File: src/rtl/ospike_collector.sv
// Output-spike collector: stores one spike bit per address for two timesteps, then streams START/HEADER/SPIKE/DONE tokens.
// Build option OSPIKE_DUP_DROP_EN: rewrites of an already-written address are dropped and flag err.
module ospike_collector #(
  parameter int DEPTH_R        = 21,
  parameter int WIDTH_PACKAGE  = 33,
  parameter int WIDTH_out_data = 13,
  parameter int LAYER_ID       = 1,
  parameter int PE_ID          = 12
) (
  input  logic                      clk,
  input  logic                      rst_n,
  input  logic                      pkt_valid,
  input  logic [WIDTH_PACKAGE-1:0]  pkt_data,
  output logic                      pkt_ready,
  output logic                      out_valid,
  input  logic                      out_ready,
  output logic [1:0]                out_kind,
  output logic [1:0]                out_ts,
  output logic [1:0]                out_layer,
  output logic [11:0]               out_addr,
  output logic [WIDTH_out_data-1:0] out_data,
  output logic                      err
);

  localparam int         N    = DEPTH_R * DEPTH_R;
  localparam logic [8:0] FULL = 9'(N);
  localparam logic [8:0] LAST = 9'(N - 1);

  localparam logic [1:0] K_START = 2'd0;
  localparam logic [1:0] K_HDR   = 2'd1;
  localparam logic [1:0] K_SPIKE = 2'd2;
  localparam logic [1:0] K_DONE  = 2'd3;

  typedef enum logic [2:0] {
    S_COLLECT,
    S_START,
    S_HDR1,
    S_STR1,
    S_HDR2,
    S_STR2,
    S_DONE
  } state_t;

  state_t state, state_nx;

  logic [N-1:0] map_1, map_2;
  logic [N-1:0] wr_1, wr_2;
  logic [8:0]   cnt_1, cnt_2;
  logic [8:0]   idx;
  logic         rdy_q;

  logic [3:0] f_dest;
  logic [1:0] f_type;
  logic [1:0] f_ts;
  logic [8:0] f_addr;
  logic       f_spike;

  assign f_dest  = pkt_data[32:29];
  assign f_type  = pkt_data[24:23];
  assign f_ts    = pkt_data[22:21];
  assign f_addr  = pkt_data[20:12];
  assign f_spike = pkt_data[0];

  logic unused_fields;
  assign unused_fields = ^{pkt_data[28:25], pkt_data[11:1]};

  logic accept, pkt_ok, sel2, hit_wr, do_write, drop, clear, ts2_full;

  assign pkt_ready = rdy_q && (state != S_DONE);
  assign accept    = pkt_valid && pkt_ready;
  assign pkt_ok    = (f_dest == 4'(PE_ID)) && (f_type == 2'b10) &&
                     ((f_ts == 2'd1) || (f_ts == 2'd2)) && (f_addr < FULL);
  assign sel2      = (f_ts == 2'd2);
  assign hit_wr    = sel2 ? wr_2[f_addr] : wr_1[f_addr];

`ifdef OSPIKE_DUP_DROP_EN
  assign do_write  = accept && pkt_ok && !hit_wr;
  assign drop      = accept && (!pkt_ok || hit_wr);
`else
  assign do_write  = accept && pkt_ok;
  assign drop      = accept && !pkt_ok;
`endif

  // DONE handshake wipes both timesteps so the next run starts empty.
  assign clear    = (state == S_DONE) && out_ready;
  assign ts2_full = (cnt_2 == FULL);

  always_ff @(posedge clk or negedge rst_n) begin
    if (!rst_n) begin
      rdy_q <= 1'b0;
    end else begin
      rdy_q <= 1'b1;
    end
  end

  always_ff @(posedge clk or negedge rst_n) begin
    if (!rst_n) begin
      err <= 1'b0;
    end else if (drop) begin
      err <= 1'b1;
    end
  end

  always_ff @(posedge clk or negedge rst_n) begin
    if (!rst_n) begin
      map_1 <= '0;
      map_2 <= '0;
      wr_1  <= '0;
      wr_2  <= '0;
      cnt_1 <= '0;
      cnt_2 <= '0;
    end else if (clear) begin
      map_1 <= '0;
      map_2 <= '0;
      wr_1  <= '0;
      wr_2  <= '0;
      cnt_1 <= '0;
      cnt_2 <= '0;
    end else if (do_write) begin
      if (sel2) begin
        map_2[f_addr] <= f_spike;
        if (!hit_wr) begin
          wr_2[f_addr] <= 1'b1;
          cnt_2        <= cnt_2 + 9'd1;
        end
      end else begin
        map_1[f_addr] <= f_spike;
        if (!hit_wr) begin
          wr_1[f_addr] <= 1'b1;
          cnt_1        <= cnt_1 + 9'd1;
        end
      end
    end
  end

  always_ff @(posedge clk or negedge rst_n) begin
    if (!rst_n) begin
      idx <= '0;
    end else if (clear) begin
      idx <= '0;
    end else if (((state == S_STR1) || (state == S_STR2)) && out_ready) begin
      idx <= (idx == LAST) ? 9'd0 : idx + 9'd1;
    end
  end

  always_ff @(posedge clk or negedge rst_n) begin
    if (!rst_n) begin
      state <= S_COLLECT;
    end else begin
      state <= state_nx;
    end
  end

  always_comb begin
    state_nx  = state;
    out_valid = 1'b0;
    out_kind  = K_START;
    out_ts    = 2'd0;
    out_layer = 2'd0;
    out_addr  = 12'd0;
    out_data  = '0;
    case (state)
      S_COLLECT: begin
        if (cnt_1 == FULL) state_nx = S_START;
      end
      S_START: begin
        out_valid = 1'b1;
        if (out_ready) state_nx = S_HDR1;
      end
      S_HDR1: begin
        out_valid = 1'b1;
        out_kind  = K_HDR;
        out_ts    = 2'd1;
        out_layer = 2'(LAYER_ID);
        if (out_ready) state_nx = S_STR1;
      end
      S_STR1: begin
        out_valid   = 1'b1;
        out_kind    = K_SPIKE;
        out_addr    = {3'b000, idx};
        out_data[0] = map_1[idx];
        if (out_ready && (idx == LAST)) state_nx = S_HDR2;
      end
      S_HDR2: begin
        // Timestep 2 may still be filling; hold the header back until it is complete.
        out_valid = ts2_full;
        out_kind  = K_HDR;
        out_ts    = 2'd2;
        out_layer = 2'(LAYER_ID);
        if (ts2_full && out_ready) state_nx = S_STR2;
      end
      S_STR2: begin
        out_valid   = 1'b1;
        out_kind    = K_SPIKE;
        out_addr    = {3'b000, idx};
        out_data[0] = map_2[idx];
        if (out_ready && (idx == LAST)) state_nx = S_DONE;
      end
      S_DONE: begin
        out_valid = 1'b1;
        out_kind  = K_DONE;
        if (out_ready) state_nx = S_COLLECT;
      end
      default: state_nx = S_COLLECT;
    endcase
  end

endmodule

File: config.mk
export PLATFORM = sky130hd
export DESIGN_NAME = ospike_collector
export DESIGN_NICKNAME = d
export VERILOG_FILES = /design/src/rtl/ospike_collector.sv
export SDC_FILE = /design/constraint.sdc
export NUM_CORES = 2
export LEC_CHECK = 0
export ABC_AREA = 1
export ABC_CLOCK_PERIOD_IN_PS = 3700
export BUFFER_PORTS_ARGS = -buffer_cell sky130_fd_sc_hd__buf_2
export CORE_MARGIN = 2
export CORE_UTILIZATION = 40
export DETAILED_ROUTE_END_ITERATION = 8
export HOLD_SLACK_MARGIN = 0.15
export PLACE_DENSITY_LB_ADDON = 0.15
export SYNTH_ARGS = -nofsm -noshare
export SYNTH_HDL_FRONTEND = slang
export SYNTH_SLANG_ARGS = --single-unit
File: constraint.sdc
create_clock -name clk -period 3.7 [get_ports clk]
set_clock_uncertainty 0.2 [all_clocks]
set_input_delay 0.37 -clock clk [delete_from_list [all_inputs] [get_ports clk]]
set_output_delay 0.37 -clock clk [all_outputs]
set_load 0.01 [all_outputs]
# Word level (Yosys, flattened, before mapping)
# Cells that the tools add are included.
# word_totals
ff_bits,1796
# op_classes
n_addsub,3
n_lt_le_gt_ge,4
eq_ne,23
n_mux,52
n_bitwise,2
n_reduce_logical,27
# op_table
op,n
two-way mux 441 bit,14
bitwise mux 441 bit,2
bitwise OR 441 bit,2
two-way mux 9 bit,12
binary-select mux 1 bit (select 9 bit),4
"adder 9 x 1 -> 9 bit, second input constant",3
"equality test 9 bit, second input constant",3
two-way mux 3 bit,7
case mux 3 bit (7 select lines),1
"< comparator 9 x 10 -> 1 bit, second input constant",2
logical AND 1 bit,12
"inequality test 2 bit, second input constant",5
demux 1 bit (select 9 bit),1
"equality test 3 bit, second input constant",3
">= comparator 9 x 1 -> 1 bit, second input constant",1
"< comparator 9 bit, second input constant",1
"inequality test 2 x 1 -> 1 bit, second input constant",4
two-way mux 1 bit,7
AND reduction 7 bit,1
"equality test 3 x 2 -> 1 bit, second input constant",2
case mux 2 bit (3 select lines),1
AND reduction 3 bit,2
nonzero test 2 bit,3
OR reduction 5 bit,1
12 further kinds,17

# Depth between registers and ports, before layout
# logic_depth
ltp_word,9
ltp_mapped,25

# Least setup slack after synthesis
# Ideal clock, no wire load.
# synth_path
path_type,reg2out
startpoint,register idx[0]
endpoint,output out_data[0]
t_arrival_ps,2258
t_required_ps,3130
setup_slack_ps,872
path_stages_with_launch,15
path_cell_list,dfrtp_1 -> clkbuf_1 -> clkbuf_1 -> clkbuf_1 -> buf_1 -> nor2_1 -> o221ai_1 -> nand3_1 -> nand2_1 -> nand3_1 -> nand3_1 -> nand3_1 -> a21oi_1 -> nand2_1 -> nand2_1
# synth_via
elab_chain_len,3
# synth_lines
element,line,source
from (decl),49,logic [8:0] idx;
from (signal assigned),142,idx <= (idx == LAST) ? 9'd0 : idx + 9'd1;
"binary-select mux 1 bit (select 9 bit), on equally long branches","196, 181",
"two-way mux 1 bit, on equally long branches","196, 181",
case mux 1 bit (2 select lines) *,162,case (state)
to (decl),21,"output logic [WIDTH_out_data-1:0] out_data,"
# Every way passes the cells marked *; elsewhere a longest branch is shown, timed or not. The select of a mux whose other input is x is not followed.

# Worst setup path after layout
# Ends and elaborated chain as after synthesis.

==> impl_metrics.toml <==
[final_layout]
area_delta_synth_final_pct = 16.46
regArea_sq_mm = 0.04496
drive_gt1_share_pct = 8.282
multiInputGateArea_sq_mm = 0.04954
nets = 14860
fill_cells = 25470
fin_util_pct = 46.85
fin_area_sq_mm = 0.1177

[logic_synthesis]
yosysMostFrequentCell = "nand2_1"
seq_area_frac_synth_pct = 44.48
ys_warn_count = 0
async_reset_ff_share_pct = 100.0
ys_ff_latch = 1796
yosys-top-cells-area = "dfrtp_1, nand2_1, o21ai_0, nor2_1, nand3_1"
synth_top_area_share_pct = 44.48
synth_area_leader_cell = "dfrtp_1"
synth_edf_count = 0
yosys.cell_types.count = 40
synth_commonest_cells = "nand2_1, nor2_1, o21ai_0, dfrtp_1, nand3_1"
ys.flop_type = "dfrtp_1"
syn_area_sq_mm = 0.1010
synth_cells = 14940
syn_avg_cell_area_sq_um = 6.763

[clock_network]
cts_tree = "built"
cts_sinks = 1796
cts_max_level = 4
clkTransAtPathRegs_ns = 0.07
cts_buffers = 211
clock_path_buffers = 3
insertion_delay_ns = 0.92
root_buffer = "clkbuf_16"

[detailed_routing]
dr.pass1.iters = 6
viasPerCell = 5.571
drcViolationCount = 0
first_iter_violations = 11060
vias = 102200
route.final.wire_length_um = 404900
wl_per_cell_um = 22.08
final_antenna_net_count = 0

[die]
initial_core_util_pct = 40.23
core_sq_mm = 0.2512
io_pins = 71
fp.dieW_um = 506.6
die_h_um = 506.6
die_area_sq_mm = 0.2566
rows = 184

[run_status]
violations = "negative setup slack"
status = "complete, but fails checks"

[setup_path]
crit_path_top_delay_cell = "dfrtp_4"
worstPathRequired_ns = 3.13
critical_path_buf_inv_count = 4
cp_top_family = "simple AND/OR/NAND/NOR gates"
reg2reg_setup_slack_ns = 0.18
r2r-start = "wr_2[321]$_DFFE_PN0P_"
worstPathMaxFanout = 40
cp_slowest_stage_delay_ns = 0.50
worstSetupPathType = "flop to output pin"
critPathLaunchType = "flop"
endpoint_kind = "output pin"
critPathArrivalTime_ns = 3.65
timing.critical_path.from = "idx[0]$_DFFE_PN0P_"
cp_cell_sequence = "buf_12, buf_16, buf_4, nor2_1, nor2_1, o21ai_0, o21ai_0, o211ai_1, nand3_1, nand3_2, nand3_2, nand3_2, nand2_1, nand3_2, nand2_4, buf_6"
cp_common_cell = "nand3_2"

[sta]
tightest_slew_ns = 0.9744
hold_viol = 0
period_share_pct = 114.1
final.setup.worst_slack_ns = -0.5219
slew_viol_final = 0
relSlewSlack_pct = 34.95
max_freq_mhz = 236.9
setup_viol = 1
finalCriticalPeriod_ns = 4.222
setup_tns_ns = -0.5219
rsz0062_at_grt = "yes"

[pwr]
intPower_w = 0.03804
max-vdd-ir-drop_uv = 474.5
comb_power_share_pct = 30.5
swShare_pct = 36.99
cellPowerDensity_mw_per_mm2 = 513.0
seq_power_share_pct = 33.5
finalPower_w = 0.06037
p_switching_w = 0.02233
leakage_nw = 54.49
clkPwrFrac_pct = 36.0

[global_route]
grt_max_degree = 138
grt_antenna_before_repair = 17
grtUsageMet2_pct = 47.17
grt_overflow = 0
track_usage_pct = 31.08
busiest_layer = "met2"
first_global_vias = 96820
grt_use_met3_pct = 4.681
met1_usage_pct = 44.18
grt_pass1_wl_um = 618500

[placed_design]
hpwl_um = 253000
portBuffers = 39
postPlaceCellArea_sq_mm = 0.1095
gp_congestion = 0.8957
pre_cts_slack_ns = -0.3761

[worst_hold_path]
hold_path.class = "input pin to async pin"

[run]
maxCapViolations = 0
[cell type report]
class,count,area share [%]
Multi-Input combinational cell,11470,42.10
Sequential cell,1796,38.20
Timing Repair Buffer,791,8.277
Clock buffer,327,5.352
Tap cell,3348,3.560
Inverter,537,1.789
Clock inverter,59,0.6975
Antenna cell,7,0.01489
Timing Repair inverter,1,0.007443
[logic make-up after synthesis]
group           synth area share (%)
flops                          44.48
xor+xnor                     0.08668
other cells                 0.007432
mux                          0.02972
fa+ha+maj                    0.08667
simple gates                   32.92
compound gates                 15.44
buf+inv                        6.949
[sequential cells by signal, summed over array words and instances, names as in the netlist]
register and count:
cnt_1 9, cnt_2 9, err 1, idx 9
map_1 441, map_2 441, rdy_q 1, state 3
wr_1 441, wr_2 441
[per-stage QoR]
stage / instances / hold slack (ns)
after floorplan: 14960 / -0.1256
after global placement: 17910 / 0.1893
after detailed placement: 17910 / 0.1856
after CTS: 18330 / 0.1840
after global routing: 18340 / 0.2217
final: 18340 / 0.2068
[power by group through the flow]
stage          Sequential (W)  Clock [W]  Combinational [W]
6_report               0.0202     0.0218             0.0184
5_1_grt                0.0202     0.0229             0.0192
4_1_cts                0.0202     0.0220             0.0179
3_5_place_dp           0.0206          0             0.0163
3_3_place_gp           0.0206          0             0.0164
2_1_floorplan          0.0204          0            0.00807
[worst min-delay path, delay by kind of cell]
kind	cells	cell delay (ns)
buffers and inverters	3	1.25
[cells in the final DEF, fill, tap and decap left out, types with 17 or more instances in the layout]
| cell type | netlist | routed |
|---|---|---|
| clkbuf_8 | 0 | 54 |
| inv_1 | 504 | 500 |
| clkbuf_1 | 821 | 60 |
| a21oi_1 | 339 | 337 |
| nand3_1 | 1117 | 1077 |
| conb_1 | 2 | 17 |
| clkinv_2 | 0 | 43 |
| nand2_1 | 4735 | 4723 |
| nor2_1 | 2488 | 2480 |
| o211ai_1 | 104 | 104 |
| a22oi_1 | 32 | 32 |
| buf_12 | 0 | 270 |
| o21a_1 | 18 | 18 |
| o22ai_1 | 62 | 59 |
| o21ai_0 | 2422 | 2414 |
| buf_2 | 186 | 35 |
| dfrtp_1 | 1796 | 1792 |
| clkbuf_16 | 0 | 214 |
| nand4_1 | 45 | 45 |
| buf_4 | 46 | 448 |
| nand3_2 | 0 | 35 |
[worst paths after layout]
check | to | cells after the start
max | out_data[0] | 16
min | wr_1[324]$_DFFE_PN0P_ | 3
max reg2reg | wr_2[376]$_DFFE_PN0P_ | 19
min reg2reg | wr_2[204]$_DFFE_PN0P_ | 2
max in group asynchronous | cnt_2[5]$_DFFE_PN0P_ | 3
min in group clk | wr_2[119]$_DFFE_PN0P_ | 10
[metal layers]
metal / share of wire (%) / vias up / routed length [um]
met5: 0.017 / - / 70
met4: 4.5 / 10 / 18310
met3: 8.0 / 752 / 32260
met2: 44 / 4036 / 176200
met1: 44 / 49380 / 178000
li1: - / 48000 / -
[repair_timing]
item | in CTS | in global routing
endpoints found under the hold margin | 1929 | 0
setup buffers | 21 | 1
pin swaps | 28 | 4
hold buffers | 6 | 0
setup endpoints to repair | 1 | 1
resized for setup | 97 | 8
gates cloned | 10 | 1
Note: power is estimated with default switching activity, not from simulation.
